File: src/rtl/branch_ckpt_pkg.sv
// branch_ckpt_pkg: shared defaults and FSM encoding for the branch checkpoint controller.
package branch_ckpt_pkg;
    localparam int NCKPT_DEF     = 8;
    localparam int TAG_W_DEF     = $clog2(NCKPT_DEF);
    localparam int DRAIN_CYC_DEF = 2;
    typedef enum logic [1:0] {IDLE, RECOVER, DRAIN} ckpt_state_e;
endpackage

File: src/rtl/ckpt_age_mask.sv
// ckpt_age_mask: marks every valid slot from start tag up to tail-1, wrapping modulo the slot count.
module ckpt_age_mask #(
    parameter int NCKPT = 8,
    parameter int TAG_W = $clog2(NCKPT)
) (
    input  logic [TAG_W-1:0] i_start_tag,
    input  logic [TAG_W-1:0] i_tail,
    input  logic [NCKPT-1:0] i_valid,
    output logic [NCKPT-1:0] o_mask
);
    // measuring to tail-1 keeps a full ring (start == tail) selecting every slot
    logic [TAG_W-1:0] w_lim;
    assign w_lim = i_tail - i_start_tag - TAG_W'(1);
    for (genvar k = 0; k < NCKPT; k++) begin : g_bit
        logic [TAG_W-1:0] w_dist;
        assign w_dist    = TAG_W'(k) - i_start_tag;
        assign o_mask[k] = i_valid[k] & (w_dist <= w_lim);
    end
endmodule

File: src/rtl/branch_ckpt_ctrl.sv
// branch_ckpt_ctrl: allocates, resolves and retires rename checkpoints in program order
// and sequences mispredict recovery (restore pulse, flush mask, drain window).
module branch_ckpt_ctrl
    import branch_ckpt_pkg::*;
#(
    parameter int NCKPT     = NCKPT_DEF,
    parameter int TAG_W     = $clog2(NCKPT),
    parameter int DRAIN_CYC = DRAIN_CYC_DEF
) (
    input  logic             clk,
    input  logic             rst,
    input  logic             alloc_req,
    output logic             alloc_gnt,
    output logic [TAG_W-1:0] alloc_tag,
    output logic             copy_en,
    output logic [TAG_W-1:0] copy_tag,
    output logic             fe_stall,
    input  logic             res_valid,
    output logic             res_ready,
    input  logic [TAG_W-1:0] res_tag,
    input  logic             res_mispredict,
    output logic             restore_en,
    output logic [TAG_W-1:0] restore_tag,
    output logic [NCKPT-1:0] flush_mask,
    output logic             free_en,
    output logic [TAG_W-1:0] free_tag,
    output logic [TAG_W:0]   busy_cnt
);
    localparam int DW = $clog2(DRAIN_CYC + 1);
    localparam logic [TAG_W:0] FULL = (TAG_W+1)'(NCKPT);

    ckpt_state_e      r_state, w_state_nxt;
    logic [TAG_W-1:0] r_head, r_tail, r_restore_tag, r_free_tag;
    logic [TAG_W:0]   r_count;
    logic [NCKPT-1:0] r_valid, r_resolved, r_flush_mask, w_valid_nxt, w_res_nxt, w_mask;
    logic [DW-1:0]    r_drain;
    logic             r_free_en;
    logic             w_idle, w_hit, w_mis, w_res_ok, w_gnt, w_retire;

    assign w_idle   = (r_state == IDLE);
    assign w_hit    = res_valid & w_idle & r_valid[res_tag];
    assign w_mis    = w_hit & res_mispredict;
    assign w_res_ok = w_hit & ~res_mispredict;
    assign w_gnt    = alloc_req & w_idle & (r_count < FULL) & ~(res_valid & res_mispredict);
    assign w_retire = w_idle & r_valid[r_head] & r_resolved[r_head] & ~w_mis;

    ckpt_age_mask #(.NCKPT(NCKPT), .TAG_W(TAG_W)) u_mask (
        .i_start_tag (res_tag),
        .i_tail      (r_tail),
        .i_valid     (r_valid),
        .o_mask      (w_mask)
    );

    always_comb begin
        w_valid_nxt = r_valid;
        w_res_nxt   = r_resolved;
        if (w_gnt) begin
            w_valid_nxt[r_tail] = 1'b1;
            w_res_nxt[r_tail]   = 1'b0;
        end
        if (w_retire) w_valid_nxt[r_head] = 1'b0;
        if (w_res_ok) w_res_nxt[res_tag] = 1'b1;
        if (w_mis) begin
            w_valid_nxt = r_valid & ~w_mask;
            w_res_nxt   = r_resolved & ~w_mask;
        end
    end

    always_comb begin
        w_state_nxt = r_state;
        case (r_state)
            IDLE:    w_state_nxt = w_mis ? RECOVER : IDLE;
            RECOVER: w_state_nxt = DRAIN;
            DRAIN:   w_state_nxt = (r_drain == '0) ? IDLE : DRAIN;
            default: w_state_nxt = IDLE;
        endcase
    end

    always_ff @(posedge clk) begin
        if (rst) r_state <= IDLE;
        else     r_state <= w_state_nxt;
    end

    always_ff @(posedge clk) begin
        if (rst) begin
            r_head        <= '0;
            r_tail        <= '0;
            r_count       <= '0;
            r_valid       <= '0;
            r_resolved    <= '0;
            r_drain       <= '0;
            r_restore_tag <= '0;
            r_flush_mask  <= '0;
            r_free_en     <= 1'b0;
            r_free_tag    <= '0;
        end else begin
            r_valid      <= w_valid_nxt;
            r_resolved   <= w_res_nxt;
            r_free_en    <= w_retire;
            r_flush_mask <= w_mis ? w_mask : '0;
            if (w_retire) r_free_tag <= r_head;
            if (r_state == RECOVER) r_drain <= DW'(DRAIN_CYC - 1);
            else if (r_state == DRAIN && r_drain != '0) r_drain <= r_drain - DW'(1);
            if (w_mis) begin
                r_restore_tag <= res_tag;
                r_tail        <= res_tag;
                r_count       <= {1'b0, res_tag - r_head};
            end else begin
                if (w_gnt) r_tail <= r_tail + TAG_W'(1);
                if (w_retire) r_head <= r_head + TAG_W'(1);
                r_count <= r_count + {{TAG_W{1'b0}}, w_gnt} - {{TAG_W{1'b0}}, w_retire};
            end
        end
    end

    assign alloc_gnt   = w_gnt;
    assign alloc_tag   = r_tail;
    assign copy_en     = w_gnt;
    assign copy_tag    = r_tail;
    assign fe_stall    = (r_count == FULL) | ~w_idle;
    assign res_ready   = w_idle;
    assign restore_en  = (r_state == RECOVER);
    assign restore_tag = r_restore_tag;
    assign flush_mask  = r_flush_mask;
    assign free_en     = r_free_en;
    assign free_tag    = r_free_tag;
    assign busy_cnt    = r_count;
endmodule

File: config.mk
export PLATFORM = sky130hd
export DESIGN_NAME = branch_ckpt_ctrl
export DESIGN_NICKNAME = d
export VERILOG_FILES = /design/src/rtl/branch_ckpt_pkg.sv /design/src/rtl/ckpt_age_mask.sv /design/src/rtl/branch_ckpt_ctrl.sv
export SDC_FILE = /design/constraint.sdc
export NUM_CORES = 1
export LEC_CHECK = 0
export BUFFER_PORTS_ARGS = -buffer_cell sky130_fd_sc_hd__buf_2
export CAP_MARGIN = 30
export CELL_PAD_IN_SITES_DETAIL_PLACEMENT = 1
export CELL_PAD_IN_SITES_GLOBAL_PLACEMENT = 1
export CORE_ASPECT_RATIO = 0.6
export CORE_MARGIN = 2
export CORE_UTILIZATION = 44
export CTS_CLUSTER_DIAMETER = 60
export DETAILED_ROUTE_END_ITERATION = 16
export GPL_TIMING_DRIVEN = 1
export PLACE_DENSITY_LB_ADDON = 0.25
export SYNTH_ARGS = -nofsm -noshare
export SYNTH_HDL_FRONTEND = slang
export SYNTH_HIERARCHICAL = 1
export SYNTH_SLANG_ARGS = --single-unit
File: constraint.sdc
create_clock -name clk -period 4 [get_ports clk]
set_input_delay 0.8 -clock clk [delete_from_list [all_inputs] [get_ports clk]]
set_output_delay 0.8 -clock clk [all_outputs]
set_load 0.01 [all_outputs]
==> qor.txt, run 1 <==
Status - finished, final reports clean
Initial antenna violation count - 0
Post-Syn Nets - 399
Simple-gate area share of the yosys netlist - 25.15%
Max Slew Vio Count - 0
Synth cell count leaders - 45 x dfxtp_1, 34 x nand2_1, 24 x inv_1, 22 x nor2_1, 21 x o21ai_0
Postcts setup bufs - 0
Layout Nets - 428
Switching part of the total power - 33.03%
Area contributors post-synth - dfxtp_1 30%, ha_1 7.4%, nand2_1 4.2%
P&R area growth vs syn - 13.03%
Vias in the first global route - 2850
Final period util - 81.96%
Layout cells sized above 1 - 17.75%
Hold Worst Slack - 0.4604 ns
Clk pwr share - 34.4%
Async S/R FF share, synth - 0%
TNS Setup - 0 ns
Total wire length - 9.843 mm
Complex-gate fraction of the synthesized area - 20.22%
Post-synth EDFFs - 0
Net switching power figure - 0.0004733 W
Distinct cells, synth - 56
Die Height - 68.43 µm
Clock buffer count from CTS - 5
Most frequent cell after synthesis - dfxtp_1
Worst setup EP type - flop
Die area - 0.007622 mm²
Area occupied by multi-input gates - 0.001912 mm²
Initial Util - 45.60%
DRC Markers - 0
Vias - 2926
FMAX - 305.0 MHz
Sequential fraction of the synthesis area - 29.59%
Final Hold Viols - 0
Leak - 1.405 nW
Clk pin slew, worst setup/hold paths - 0.06 ns
Min-Delay Path Class - flop to flop
Prevailing post-synth register cell - dfxtp_1
Clk_lat worst skew - 0.29 ns
Post-DP HPWL - 7.181 mm
Global placer's final weighted congestion - 0.9656
CTS Sinks - 45
Total power draw - 0.001433 W
TritonCTS clock tree - built
Synth warnings - 6
Int Power - 0.0009596 W
FF+latch area - 900.9 µm²
Root Buffer - clkbuf_16
Num rows - 23
RSZ-0062 raised after global routing - no
DR WL/cell - 20.21 µm
Combinational power share - 28.3%
Slew HR - 50.44%
Register share of total power - 37.2%
Final setup vio count - 0
Final ANT Viol Nets - 0
Worst-margin pin slew - 0.7424 ns
Post-CTS Hold Buffers - 0
First-pass GRT wire length - 15.59 mm
Post-synthesis mux area share - 5.220%
Min cycle time layout - 3.278 ns
Mapped Cells - 370
Detailed Route Iter0 Violations - 196
H-tree lvl count - 2
R2r worst-path depth - 10
FF+latch count, synth - 45
IO Count - 38
CP required - 4.21 ns
Fillers - 814
Max Cap Viol - 0
Mapped Area - 0.003044 mm²
Global route overflow - 0
WP data arrival - 3.48 ns
Post_cts resized - 0
Die Span X - 111.4 µm
Synth Area per Inst - 8.227 µm²
CP Class - flop to flop
P per Cell Area - 416.4 mW/mm²
Adder-Cell Fraction of Synth Area - 9.371%
Clock buffer depth - 2
Gr usage total - 26.78%
Startpoint types - flop
Dominant cell type by area after synthesis - dfxtp_1
Largest family of logic cells by synthesized area - simple AND/OR/NAND/NOR gates
CP max FO - 10
Hold path depth - 2
TritonRoute pass-1 iters - 4
Post-synthesis xor/xnor area fraction - 2.836%
PortBufs - 37
Vias per cell - 6.008
Maximum vdd drop - 0.2979 mV
Pin count of the biggest net entering global routing - 40
Inserted Diodes - 0
Clock Skew - 0.006562 ns
Yosys top cell area share - 29.59%
Core footprint - 0.006676 mm²
==> sequential cells by signal, summed over array words and instances, names as in the netlist, 2 cells and up <==
name         cells
alloc_tag        3
busy_cnt         4
flush_mask       8
free_tag         3
r_drain          2
r_head           3
r_resolved       8
r_state          2
r_valid          8
restore_tag      3
==> path summary, 6_finish.rpt <==
path	startpoint	to	slack, ns
worst max register to register	r_head[2]	busy_cnt[2]	0.72
worst min-delay path	restore_tag[2]	restore_tag[2]	0.46
worst min register to register	restore_tag[2]	restore_tag[2]	0.46
worst max-delay path	r_head[2]	busy_cnt[2]	0.72
==> cell type report <==
cell class              count  share of cell area [%]
clock buffers               6                   4.036
clock inverters             2                   1.091
inverters                  24                   2.618
multi-input cells         277                   55.56
flip-flops and latches     45                   26.18
well taps                  87                   3.164
repair buffers             46                   7.345
==> layer usage <==
layer	wire length (µm)	share of wire (%)	up-vias	GRT usage, %
li1	-	-	1373	-
met2	4182	42	100	41.08
met4	73	0.74	0	4.938
met5	0	0	-	0
met3	822	8.4	7	9.035
met1	4764	48	1446	37.21
==> power by group through the flow <==
stage | Clock (W) | Sequential (W) | Combinational [W]
2_1_floorplan | 0 | 0.000522 | 0.000291
3_3_place_gp | 0 | 0.000539 | 0.000373
3_5_place_dp | 0 | 0.000540 | 0.000394
4_1_cts | 0.000498 | 0.000531 | 0.000402
5_1_grt | 0.000513 | 0.000538 | 0.000454
6_report | 0.000494 | 0.000533 | 0.000406
==> cell families after synthesis <==
group | after synthesis
xor+xnor | 9
fa+ha+maj | 21
mux | 12
buf+inv | 48
simple gates | 141
flops | 45
compound gates | 94
==> placed cells by master (no fill, tap or decap), types with 3 or more instances in the layout <==
master / instances
mux2i_1: 5
and2_1: 7
xor2_1: 3
dfxtp_1: 45
o21ai_0: 21
mux2_2: 5
inv_1: 24
xnor2_1: 5
o211ai_1: 17
nor3_1: 10
nand3_1: 15
nand4_1: 4
nor2b_1: 14
buf_2: 37
or4_1: 3
nand2_1: 34
a21oi_1: 18
o22ai_1: 11
a2bb2oi_1: 3
o31a_1: 4
or2_2: 3
clkbuf_16: 5
buf_4: 9
a211oi_1: 4
nand2b_1: 10
nor2_1: 22
ha_1: 18
nor3b_1: 5
fa_1: 3
==> metrics by stage <==
stage	worst slack, ns	std cells	area [µm²]	utilization (%)
4_1_cts	0.7410	487	3441	51.54
5_1_grt	0.5080	487	3441	51.54
2_1_floorplan	0.7185	370	3044	-
3_5_place_dp	0.5066	479	3264	48.89
3_3_place_gp	0.6182	479	3264	48.89
6_report	0.7215	487	3441	51.54
==> critical path: stages, from the launching register on <==
cell and delay, ns:
dfxtp_1 0.60, mux4_1 0.66, mux2i_1 0.30, or4_1 0.24, nor2_1 0.06, ha_1 0.27
inv_1 0.04, ha_1 0.20, fa_1 0.42, xnor2_1 0.17, a211oi_1 0.22
Note: power is estimated with default switching activity, not from simulation.
==> run 2, diff against run 1 <==
Settings changed: CORE_UTILIZATION 44 to 39.
Clock period 4 ns to 2.9 ns, I/O delays scaled along.
==> run 2 against run 1 <==
Sequential cell count unchanged. Clock power up 41%. Total power up 50%. Worst setup slack worse by 0.61 ns. Sequential power up 31%. Sequential share of layout area down 3.0 points. Clock skew down 0.0019 ns. Critical path depth up 1. Clock-buffer cell count unchanged. Largest cell class unchanged. Highest routed layer unchanged.
==> qor.txt, run 2 (same netlist as run 1, synthesis figures left out) <==
Status - finished, final reports clean
Initial Util - 41.04%
Final period util - 96.05%
Clock buffer count from CTS - 5
Cell area after layout - 0.003906 mm²
Core footprint - 0.007417 mm²
CP Class - flop to flop
Clock buffer depth - 2
CP required - 3.08 ns
Final ANT Viol Nets - 0
H-tree lvl count - 2
Commonest non-fill, non-tap cells in the layout - 57 x buf_4, 42 x dfxtp_1, 37 x buf_2
Global placer's final weighted congestion - 0.9582
Inserted Diodes - 0
Die area - 0.008552 mm²
Global route overflow - 0
Switching part of the total power - 33.36%
Maximum vdd drop - 0.3073 mV
Reg-to-reg endpoint - busy_cnt[1]
CP delay by family, top - simple AND/OR/NAND/NOR gates
First-pass GRT wire length - 18.06 mm
Worst setup EP type - flop
Worst path cell trace - buf_4 -> or2b_1 -> o21ai_1 -> or4_4 -> nor2_1 -> ha_1 -> inv_1 -> ha_1 -> fa_1 -> nor2_2 -> a211oi_2
Vias - 3182
Slew HR - 68.98%
Min-Delay Path Class - flop to flop
CTS Sinks - 45
Clk_lat worst skew - 0.30 ns
Hold Worst Slack - 0.4654 ns
Layout cells sized above 1 - 30.80%
Hold path depth - 2
Final setup vio count - 0
Pin count of the biggest net entering global routing - 23
Worst Hold End - restore_tag[1]
R2r worst-path depth - 11
TritonRoute pass-1 iters - 4
Max Slew Vio Count - 0
Detailed Route Iter0 Violations - 235
PortBufs - 37
Hold Crit Start - restore_tag[1]
Clk pin slew, worst setup/hold paths - 0.06 ns
CP max-delay cell - or4_4
TritonCTS clock tree - built
RR Startpoint - r_head[2]
FMAX - 359.0 MHz
IO Count - 38
Initial antenna violation count - 0
Clock Skew - 0.004619 ns
Register share of total power - 32.3%
Worst-margin pin slew - 0.4636 ns
Vias per cell - 5.764
DR WL/cell - 20.97 µm
DRC Markers - 0
Min cycle time layout - 2.786 ns
Layout Cells excl Fill - 552
Combinational power share - 35.3%
Root Buffer - clkbuf_16
Slowest stage delay, CP - 0.61 ns
Num rows - 24
Placed Area - 0.003645 mm²
Leak - 1.640 nW
Startpoint types - flop
Layout Nets - 476
Worst Path Buf+Inv - 2
WP data arrival - 2.96 ns
Die Height - 72.44 µm
P&R area growth vs syn - 28.32%
Total wire length - 11.58 mm
Post-CTS Hold Buffers - 0
Vias in the first global route - 3196
Worst reg2reg setup slack - 0.11 ns
Critical path's most frequent cell - ha_1
Final Hold Viols - 0
CP max FO - 8
Clk pwr share - 32.3%
Int Power - 0.001436 W
Max Cap Viol - 0
Gr usage total - 27.62%
Post-DP HPWL - 8.643 mm
Die Span X - 118.1 µm
Commonest non-fill, non-tap cell in the layout - buf_4
P per Cell Area - 551.8 mW/mm²
Net switching power figure - 0.0007191 W
Cell Count Post-Placement - 542
Post-Route Utilization - 52.67%
run 2: cell count changes in the layout (fill, tap and decap cells not counted), moves of 2 or more:
cell       delta
a2bb2oi_1     -2
a2bb2oi_2     +2
ha_4          +2
a211oi_1      -2
dfxtp_1       -3
dfxtp_2       +2
mux4_2        +2
ha_1          -2
a211oi_2      +2
buf_4        +48
mux4_1        -2
run 2: cell type report:
| cell class | instances | area, µm² |
|---|---|---|
| flip-flops and latches | 45 | 907.1 |
| clock inverters | 2 | 37.54 |
| inverters | 24 | 90.09 |
| fillers | 935 | 3511 |
| clock buffers | 6 | 138.9 |
| repair buffers | 94 | 613.1 |
| multi-input cells | 277 | 1989 |
| well taps | 104 | 130.1 |
run 2: routing by layer:
layer,share of wire [%],up-vias,global-route usage [%]
li1,-,1472,-
met1,49,1568,40.38
met2,42,126,40.78
met3,7.8,16,6.840
met4,1.2,0,6.560
met5,0,-,0
run 2: worst max-delay path by stage:
stage / from / to / slack, ns / cells past startpoint
finish: r_head[2] / busy_cnt[1] / 0.11 / 11
global route: res_tag[0] / r_valid[4] / -0.01 / 13
CTS: r_head[2] / busy_cnt[1] / 0.007 / 10
detailed placement: res_tag[0] / r_valid[6] / -0.19 / 13
global placement: r_head[2] / busy_cnt[2] / -0.1 / 10
floorplan: res_tag[1] / busy_cnt[2] / 0.009 / 12
run 2: power groups by stage:
stage               clock network (W)  logic (W)  registers [W]
CTS                          0.000701   0.000701       0.000697
global placement                    0   0.000662       0.000706
detailed placement                  0   0.000687       0.000710
finish                       0.000697   0.000762       0.000697
global route                 0.000732   0.000835       0.000701
floorplan                           0   0.000408       0.000720
run 2: repair_timing:
action | CTS | global route
pin swaps | 0 | 6
endpoints found under the setup margin | 3 | 9
buffers inserted | 0 | 2
resized for setup | 2 | 18
run 2: tightest hold or removal path, delay by kind of cell, from the launching register on:
family | cells | cell delay (ns)
compound gates | 1 | 0.05
flops | 1 | 0.31
simple gates | 1 | 0.05
run 2: stage by stage:
stage | setup TNS [ns] | worst slack (ns) | total power, W
floorplan | 0 | 0.009077 | 0.001128
global placement | -0.4351 | -0.09990 | 0.001368
detailed placement | -2.071 | -0.1884 | 0.001397
CTS | 0 | 0.007391 | 0.002099
global route | -0.01365 | -0.01063 | 0.002268
finish | 0 | 0.1145 | 0.002156
==> run 3, diff against run 2 <==
Settings changed: CORE_UTILIZATION 39 to 47, HOLD_SLACK_MARGIN from default to 0.06.
Clock period 2.9 ns to 3.25 ns, I/O delays scaled along.
==> run 3 against run 2 <==
Maximum frequency shrank 7.5%. Sequential power decreased by 8.5%. Via count fell by 6.6%. Routed wire length decreased by 15%. Die area fell by 16%. Highest routed layer unchanged.
==> qor.txt, run 3 (same netlist as run 1, synthesis figures left out) <==
Status - finished, final reports clean
P per Cell Area - 442.5 mW/mm²
Die Height - 66.34 µm
FMAX - 331.9 MHz
Slowest stage delay, CP - 0.55 ns
Initial Util - 49.15%
Final setup vio count - 0
Placed Area - 0.003381 mm²
P&R area growth vs syn - 14.34%
Worst Hold End - restore_tag[1]
Maximum vdd drop - 0.2329 mV
Global route overflow - 0
Worst Path Buf+Inv - 1
Final ANT Viol Nets - 0
Final Hold Viols - 0
DR WL/cell - 19.73 µm
CP required - 3.47 ns
Hold Worst Slack - 0.4679 ns
Fillers - 785
Commonest non-fill, non-tap cell in the layout - dfxtp_1
Hold path depth - 2
Leak - 1.450 nW
Total wire length - 9.867 mm
Max Cap Viol - 0
Commonest non-fill, non-tap cells in the layout - 44 x dfxtp_1, 37 x buf_2, 34 x nand2_1
CP Class - flop to flop
Worst reg2reg setup slack - 0.24 ns
Vias in the first global route - 2989
Vias - 2971
Min-Delay Path Class - flop to flop
Layout Cells excl Fill - 500
H-tree lvl count - 2
Layout cells sized above 1 - 21.39%
IO Count - 38
Clock buffer depth - 2
Clock buffer count from CTS - 5
Clk pin slew, worst setup/hold paths - 0.10 ns
DRC Markers - 0
Startpoint types - flop
Die area - 0.007158 mm²
Post-Route Utilization - 56.20%
Post-CTS Hold Buffers - 0
Worst-margin pin slew - 0.7007 ns
Cell Count Post-Placement - 492
WP data arrival - 3.23 ns
Worst path cell trace - mux2_2 -> o22ai_1 -> or4_1 -> nor2_1 -> ha_1 -> inv_1 -> ha_1 -> fa_1 -> xnor2_1 -> a211oi_1
Total power draw - 0.001540 W
Core footprint - 0.006193 mm²
TritonCTS clock tree - built
Vias per cell - 5.942
First-pass GRT wire length - 15.82 mm
Hold Crit Start - restore_tag[1]
Initial antenna violation count - 0
Root Buffer - clkbuf_8
CTS Sinks - 45
CP max-delay cell - dfxtp_1
Worst setup EP type - flop
Cell area after layout - 0.003481 mm²
RR Startpoint - r_head[0]
Num rows - 22
Critical path's most frequent cell - ha_1
Max Slew Vio Count - 0
Clock Skew - 0.007820 ns
CP delay by family, top - adder cells
Slew HR - 52.63%
Reg-to-reg endpoint - busy_cnt[2]
Post-DP HPWL - 7.524 mm
Detailed Route Iter0 Violations - 257
Inserted Diodes - 0
PortBufs - 37
CP max FO - 9
Global placer's final weighted congestion - 0.9631
Min cycle time layout - 3.013 ns
RSZ-0062 raised after global routing - no
Clk_lat worst skew - 0.30 ns
Final period util - 92.70%
Die Span X - 107.9 µm
TritonRoute pass-1 iters - 4
Layout Nets - 444
Pin count of the biggest net entering global routing - 24
Gr usage total - 29.25%
R2r worst-path depth - 10
run 3: cell types whose count changed in the layout (fill, tap and decap cells not counted), moves of 2 or more:
cell / delta
clkbuf_16: -5
mux4_1: +2
dfxtp_1: +2
a2bb2oi_1: +2
ha_4: -2
a2bb2oi_2: -2
ha_1: +2
clkbuf_8: +4
buf_4: -32
mux4_2: -2
inv_6: +2
run 3: area by class of cell:
type	instances	area, µm²	area share (%)
multi-input cells	277	1917	55.07
well taps	84	105.1	3.019
flip-flops and latches	45	902.1	25.92
inverters	24	90.09	2.588
clock buffers	5	68.82	1.977
clock inverters	3	25.02	0.7189
repair buffers	62	372.9	10.71
run 3: per-layer routing:
layer  GRT usage (%)  wire, µm  vias to the layer above
met5               0         0                        -
met4           5.769        85                        0
met3           8.768       906                       14
met2           44.81      4210                      105
met1           40.81      4665                     1442
li1                -         -                     1410
run 3: metrics by stage:
step | setup slack, ns | TNS (ns)
after CTS | 0.1832 | 0
after global placement | 0.1108 | 0
after floorplan | 0.1185 | 0
after global routing | 0.02726 | 0
after detailed placement | -0.02492 | -0.04791
final | 0.2374 | 0
run 3: worst min-delay path: stages (launching register included):
cell,delay [ns]
dfxtp_1,0.32
nand2_1,0.05
a21oi_1,0.05
run 3: report_power, final:
group | switching [W] | internal (W)
registers | 0.0000458 | 0.000592
logic | 0.000307 | 0.000219
clock network | 0.000220 | 0.000157
run 3: worst max-delay path by stage:
stage	start	to	slack [ns]	cells past startpoint
final	r_head[0]	busy_cnt[2]	0.24	10
after global routing	r_head[0]	busy_cnt[2]	0.03	10
after CTS	r_head[2]	busy_cnt[2]	0.18	10
after detailed placement	res_tag[0]	r_resolved[2]	-0.02	12
after global placement	res_tag[0]	r_valid[7]	0.11	13
after floorplan	res_tag[0]	busy_cnt[2]	0.12	13
run 3: repair_timing:
| action | 4_1_cts | 5_1_grt |
|---|---|---|
| endpoints found under the setup margin | 0 | 1 |
| buffers inserted | 0 | 0 |
| resized for setup | 0 | 2 |
